[src/rtl/alu_top.sv]
// rtl/alu_top.sv - button-loaded operand/opcode registers driving a combinational ALU onto the LEDs
module alu_top #(
    parameter int N_BITS = 8,
    parameter int N_OP   = 6
) (
    input  logic              i_clock,
    input  logic              i_rst_n,
    input  logic [N_BITS-1:0] data_bus,
    input  logic              bt_1,
    input  logic              bt_2,
    input  logic              bt_3,
    output logic [N_BITS-1:0] leds
);

    localparam logic [N_OP-1:0] OP_ADD = N_OP'(6'b100000);
    localparam logic [N_OP-1:0] OP_SUB = N_OP'(6'b100010);
    localparam logic [N_OP-1:0] OP_AND = N_OP'(6'b100100);
    localparam logic [N_OP-1:0] OP_OR  = N_OP'(6'b100101);
    localparam logic [N_OP-1:0] OP_XOR = N_OP'(6'b100110);
    localparam logic [N_OP-1:0] OP_NOR = N_OP'(6'b100111);
    localparam logic [N_OP-1:0] OP_SRA = N_OP'(6'b000011);
    localparam logic [N_OP-1:0] OP_SRL = N_OP'(6'b000010);

    // N_BITS >= N_OP >= 6 guarantees N_BITS itself fits in an operand-wide value.
    localparam logic [N_BITS-1:0] SHIFT_LIMIT = N_BITS[N_BITS-1:0];

    logic [N_BITS-1:0] reg_a;
    logic [N_BITS-1:0] reg_b;
    logic [N_OP-1:0]   reg_op;

    always_ff @(posedge i_clock or negedge i_rst_n) begin
        if (!i_rst_n) begin
            reg_a  <= '0;
            reg_b  <= '0;
            reg_op <= '0;
        end else begin
            if (bt_1) reg_a  <= data_bus;
            if (bt_2) reg_b  <= data_bus;
            if (bt_3) reg_op <= data_bus[N_OP-1:0];
        end
    end

    logic              shift_over;
    logic [N_BITS-1:0] sign_fill;
    logic [N_BITS-1:0] sra_result;
    logic [N_BITS-1:0] srl_result;

    // Oversized shift amounts are clamped explicitly rather than left to operator semantics.
    always_comb begin
        shift_over = (reg_b >= SHIFT_LIMIT);
        sign_fill  = {N_BITS{reg_a[N_BITS-1]}};
        if (shift_over) begin
            sra_result = sign_fill;
            srl_result = '0;
        end else begin
            sra_result = unsigned'($signed(reg_a) >>> reg_b);
            srl_result = reg_a >> reg_b;
        end
    end

    always_comb begin
        leds = '0;
        case (reg_op)
            OP_ADD:  leds = reg_a + reg_b;
            OP_SUB:  leds = reg_a - reg_b;
            OP_AND:  leds = reg_a & reg_b;
            OP_OR:   leds = reg_a | reg_b;
            OP_XOR:  leds = reg_a ^ reg_b;
            OP_NOR:  leds = ~(reg_a | reg_b);
            OP_SRA:  leds = sra_result;
            OP_SRL:  leds = srl_result;
            default: leds = '0;
        endcase
    end

endmodule

[config.mk]
export PLATFORM = sky130hd
export DESIGN_NAME = alu_top
export DESIGN_NICKNAME = d
export VERILOG_FILES = /design/src/rtl/alu_top.sv
export SDC_FILE = /design/constraint.sdc
export NUM_CORES = 1
export LEC_CHECK = 0
export CAP_MARGIN = 40
export CORE_AREA = 2 2 67 69
export CTS_CLUSTER_DIAMETER = 40
export DETAILED_ROUTE_END_ITERATION = 10
export DIE_AREA = 0 0 69 71
export PLACE_DENSITY = 0.78
export REMOVE_ABC_BUFFERS = 1
export SYNTH_ARGS = -nofsm -noshare
export SYNTH_HDL_FRONTEND = slang
export SYNTH_SLANG_ARGS = --single-unit
[constraint.sdc]
create_clock -name i_clock -period 4.45 [get_ports i_clock]
set_input_delay 0.89 -clock i_clock [delete_from_list [all_inputs] [get_ports i_clock]]
set_output_delay 0.89 -clock i_clock [all_outputs]
set_load 0.01 [all_outputs]
; ---- Yosys cells after proc, flatten, opt, wreduce, memory -nomap -nowiden
; Index checks and enable logic that the tools add are counted.
; W data, S select, Z words.
[totals]
register_bits = 22
wordCells = 23
input_bits = 13
[classes]
n_lt_le_gt_ge = 1
shifts = 2
n_eq_ne = 8
add_sub_neg = 2
mux = 3
bitwise_logic = 4
[ops]
columns = cell, count
row1 = $pmux W8 S8, 1
row2 = $eq A6 B6 Y1 const B, 6
row3 = $mux W8, 2
row4 = $eq A6 B2 Y1 const B, 2
row5 = $add A8 B8 Y8, 1
row6 = $and A8 B8 Y8, 1
row7 = $ge A8 B4 Y1 const B, 1
row8 = $not A8 Y8, 1
row9 = $or A8 B8 Y8, 1
row10 = $shr A8 B8 Y8, 1
row11 = $sshr A8 B8 Y8, 1
row12 = $sub A8 B8 Y8, 1
row13 = $xor A8 B8 Y8, 1

; ---- Longest topological paths before layout
[logic_depth]
depth_word = 3
ltp_mapped = 13
mapped_depth_nobuf = 11

; ---- Least setup slack after synthesis
; Ideal clock, no wire load.
[synth_timing]
path_kind = flip-flop to output port
from = register reg_b[1]
to = output port leds[5]
required_time_ps = 3560
path_slack_ps = 699
path_stages_with_launch = 14
arrival_ps = 2861
n_path_buf = 2
path_cell_list = dfrtp_1 > buf_2 > clkbuf_1 > inv_1 > ha_1 > nand2_1 > o21ai_0 > inv_1 > ha_1 > nor2b_1 > o31a_1 > o21a_1 > or3_1 > a31o_2
[synth_via]
elab_chain_len = 3
word_cells_on_any_way = 8
[synth_rtl]
columns = item, line
row1 = "start, declared", 28  ; logic [N_BITS-1:0] reg_b;
row2 = "start signal, assigned", 38  ; if (bt_2) reg_b <= data_bus;
row3 = "$ge A8 B4 Y1, or another cell as far along", 50  ; shift_over = (reg_b >= SHIFT_LIMIT);
row4 = $mux W8, 52  ; if (shift_over) begin
row5 = $pmux W8 S8 *, 63  ; case (reg_op)
row6 = "end, declared", 12  ; output logic [N_BITS-1:0] leds
; Every way passes the cells marked *; elsewhere a longest branch is shown, timed or not.

; ---- Worst setup path in the final report
[layout_timing]
from = register reg_op[3]
to = output port leds[6]
[layout_via]
elab_chain_len = 2
word_cells_on_any_way = 9
[layout_rtl]
columns = item, line
row1 = "start, declared", 29  ; logic [N_OP-1:0] reg_op;
row2 = "start signal, assigned", 39  ; if (bt_3) reg_op <= data_bus[N_OP-1:0];
row3 = $eq A6 B2 Y1 / $eq A6 B6 Y1 (equally long branches), 63
row4 = $pmux W8 S8 *, 63
; Marked as above.

==> impl_metrics.toml <==
[synth]
avgSynthCellArea_um2 = 8.51
synthArstFlopShare_pct = 100
ys_top_cells_by_count = "27 x nand2_1, 27 x o21ai_0, 24 x ha_1, 22 x dfrtp_1, 15 x inv_1"
synth_top_area_share_pct = 23.7
yosysWarningCount = 0
ys.flop_type = "dfrtp_1"
netlist_instances = 273
syn_area_um2 = 2320
yosys-top-cells-area = "dfrtp_1 24%, ha_1 13%, o21ai_0 5.8%, xnor2_1 4.9%, nand2_1 4.4%"
synth_edf_count = 0
yosysTopAreaCell = "dfrtp_1"
ys_ff_latch = 22
ys_types = 52
yosysSeqAreaShare_pct = 23.7

[sta]
drv_slew = 0
hold_viol = 0
rsz0062_at_grt = "no"
slew_headroom_pct = 52.5
min_period_over_period_pct = 97.0
max_slew.worst_pin.slew_ps = 706
min_period_ps = 4320
final.setup.tns_ps = 0
holdWs_ps = 581
clock.fmax_mhz = 232
setup_viol = 0
skew_ps = 0

[clocking]
root_buffer = "clkbuf_8"
cts.path.max_buffers = 2
cts_buffers = 3
numClockSinks = 22
clk_pin_slew_worst_paths_ps = 80
cts_tree = "done"
htree_levels = 1
insertion_delay_ps = 260

[setup_path]
slowest_delay_ps = 470
cp-start-kind = "register"
path_buf_inv = 2
crit_fanout = 5
crit_type = "reg -> out"
r2r_setup_slack_ps = 3310
cpLargestDelayFamily = "simple AND/OR/NAND/NOR gates"
cp.arrival_ps = 3430
cpMaxStageDelayCell = "clkdlybuf4s50_1"
crit_chain = "nor4b_2 -> buf_4 -> and2_4 -> nor2_1 -> xnor2_1 -> ha_1 -> nor2b_1 -> o31a_1 -> o21a_1 -> or3_1 -> a31o_2 -> clkdlybuf4s50_1"
critPathCaptureType = "primary output"
required_ps = 3560

[route]
drc = 0
via_count = 2190
ant_nets = 0
avgRoutedWirePerCell_um = 18.0
dr.pass1.iters = 5
drt-vias-per-instance = 6.35
drt-total-wl_mm = 6.19
first_iter_violations = 180

[run_status]
outcome = "completed"

[power_and_ir_drop]
comb_power_share_pct = 47.1
power_mw = 0.702
p_sw_share_pct = 38.9
p_per_area_nw_per_um2 = 263
seq_power_share_pct = 35.2
p_int_mw = 0.429
ir_drop_v = 0.000196
pwr-share-clk_pct = 17.7
p_leak_nw = 1.13
power_switching_mw = 0.273

[floorplan]
io-pin-count = 21
die_h_um = 71
fp-row-count = 24
coreArea_um2 = 4200
initial_core_util_pct = 55.2
fp.dieArea_um2 = 4900
dieWidth_um = 69

[worst_hold_path]
hold_class = "reg -> reg"

[finish]
area_growth_syn_to_layout_pct = 15.0
fin_util_pct = 63.5
final_net_count = 333
antenna_cells = 0
final_layout_size_suffix_gt1_share_pct = 12.3

[placement]
dp_hpwl_mm = 4.74
routabilityCongestion = 1.00
io_buffer_count = 20

[global_route]
grt.overflow.total = 0
grt_max_degree = 23
grt_pass1_vias = 2107
antenna_found_initial = 1
grt_use_total_pct = 25.7
grt_pass1_wl_mm = 10.1

[run]
drv_cap = 0
-- stage by stage --
| stage | worst slack (ps) | area, um^2 | cells |
|---|---|---|---|
| floorplan | 566 | 2250 | 258 |
| global placement | 382 | 2600 | 341 |
| detailed placement | 308 | 2620 | 342 |
| CTS | 2.29 | 2660 | 345 |
| global route | 5.74 | 2670 | 345 |
| finish | 132 | 2670 | 345 |
-- final cells by class --
class | instances | area, um^2
Timing Repair Buffer | 32 | 298
Inverter | 17 | 63.8
Sequential cell | 22 | 551
Multi-Input combinational cell | 219 | 1650
Fill cell | 391 | 1530
Clock buffer | 3 | 41.3
Tap cell | 52 | 65.1
-- logic make-up (layout without fill, tap and decap cells) --
group	Yosys count	count (layout)	share of synthesized area, %
buf+inv	32	52	5.71
fa+ha+maj	25	25	13.8
mux	19	19	10.1
simple gates	79	79	18.2
compound gates	79	79	22.1
flops	22	22	23.7
xor+xnor	17	17	6.41
-- path summary, 6_finish.rpt --
kind,start,to,depth (start not counted)
hold reg to reg,reg_op[3],reg_op[3],1
setup / recovery,reg_op[3],leds[6],12
min in group asynchronous,i_rst_n,reg_a[7],1
hold / removal,reg_op[3],reg_op[3],1
max in group asynchronous,i_rst_n,reg_b[0],2
setup reg to reg,reg_a[7],reg_a[7],2
-- routing by layer --
layer | track usage, % | vias up | part of all wire [%]
met5 | 0 | - | 0
met4 | 10.2 | 0 | 2.3
met3 | 4.56 | 23 | 8.9
met2 | 41.8 | 118 | 47
met1 | 34.3 | 1009 | 42
li1 | - | 1040 | -
-- power by group through the flow --
stage | clock network (mW) | registers, mW | logic, mW
2_1_floorplan | 0 | 0.259 | 0.206
3_3_place_gp | 0 | 0.248 | 0.314
3_5_place_dp | 0 | 0.249 | 0.324
4_1_cts | 0.129 | 0.245 | 0.326
5_1_grt | 0.135 | 0.250 | 0.367
6_report | 0.125 | 0.247 | 0.331
-- timing repair --
item | 4_1_cts | 5_1_grt
endpoints found under the setup margin | 0 | 5
setup buffers | 0 | 0
gates resized for setup | 0 | 4
hold buffers | 0 | 0
-- cell usage in the layout, fill, tap and decap left out, types with 5 or more instances in the layout --
cell,synthesis,routed
o221ai_1,5,5
o21ai_0,27,26
xnor2_1,13,13
dfrtp_1,22,22
a21oi_1,12,12
nand2_1,27,27
buf_4,0,11
a211oi_1,11,11
clkdlybuf4s50_1,0,20
inv_1,15,15
nor3_1,5,5
ha_1,24,24
nor2b_1,8,8
mux2_2,6,6
nor2_1,12,12
mux2i_1,10,10
-- registers in the layout (all words and copies together) (netlist names) --
register and cells:
reg_op 6, reg_a 8, reg_b 8
No activity file was read; power rests on OpenSTA's default activity.
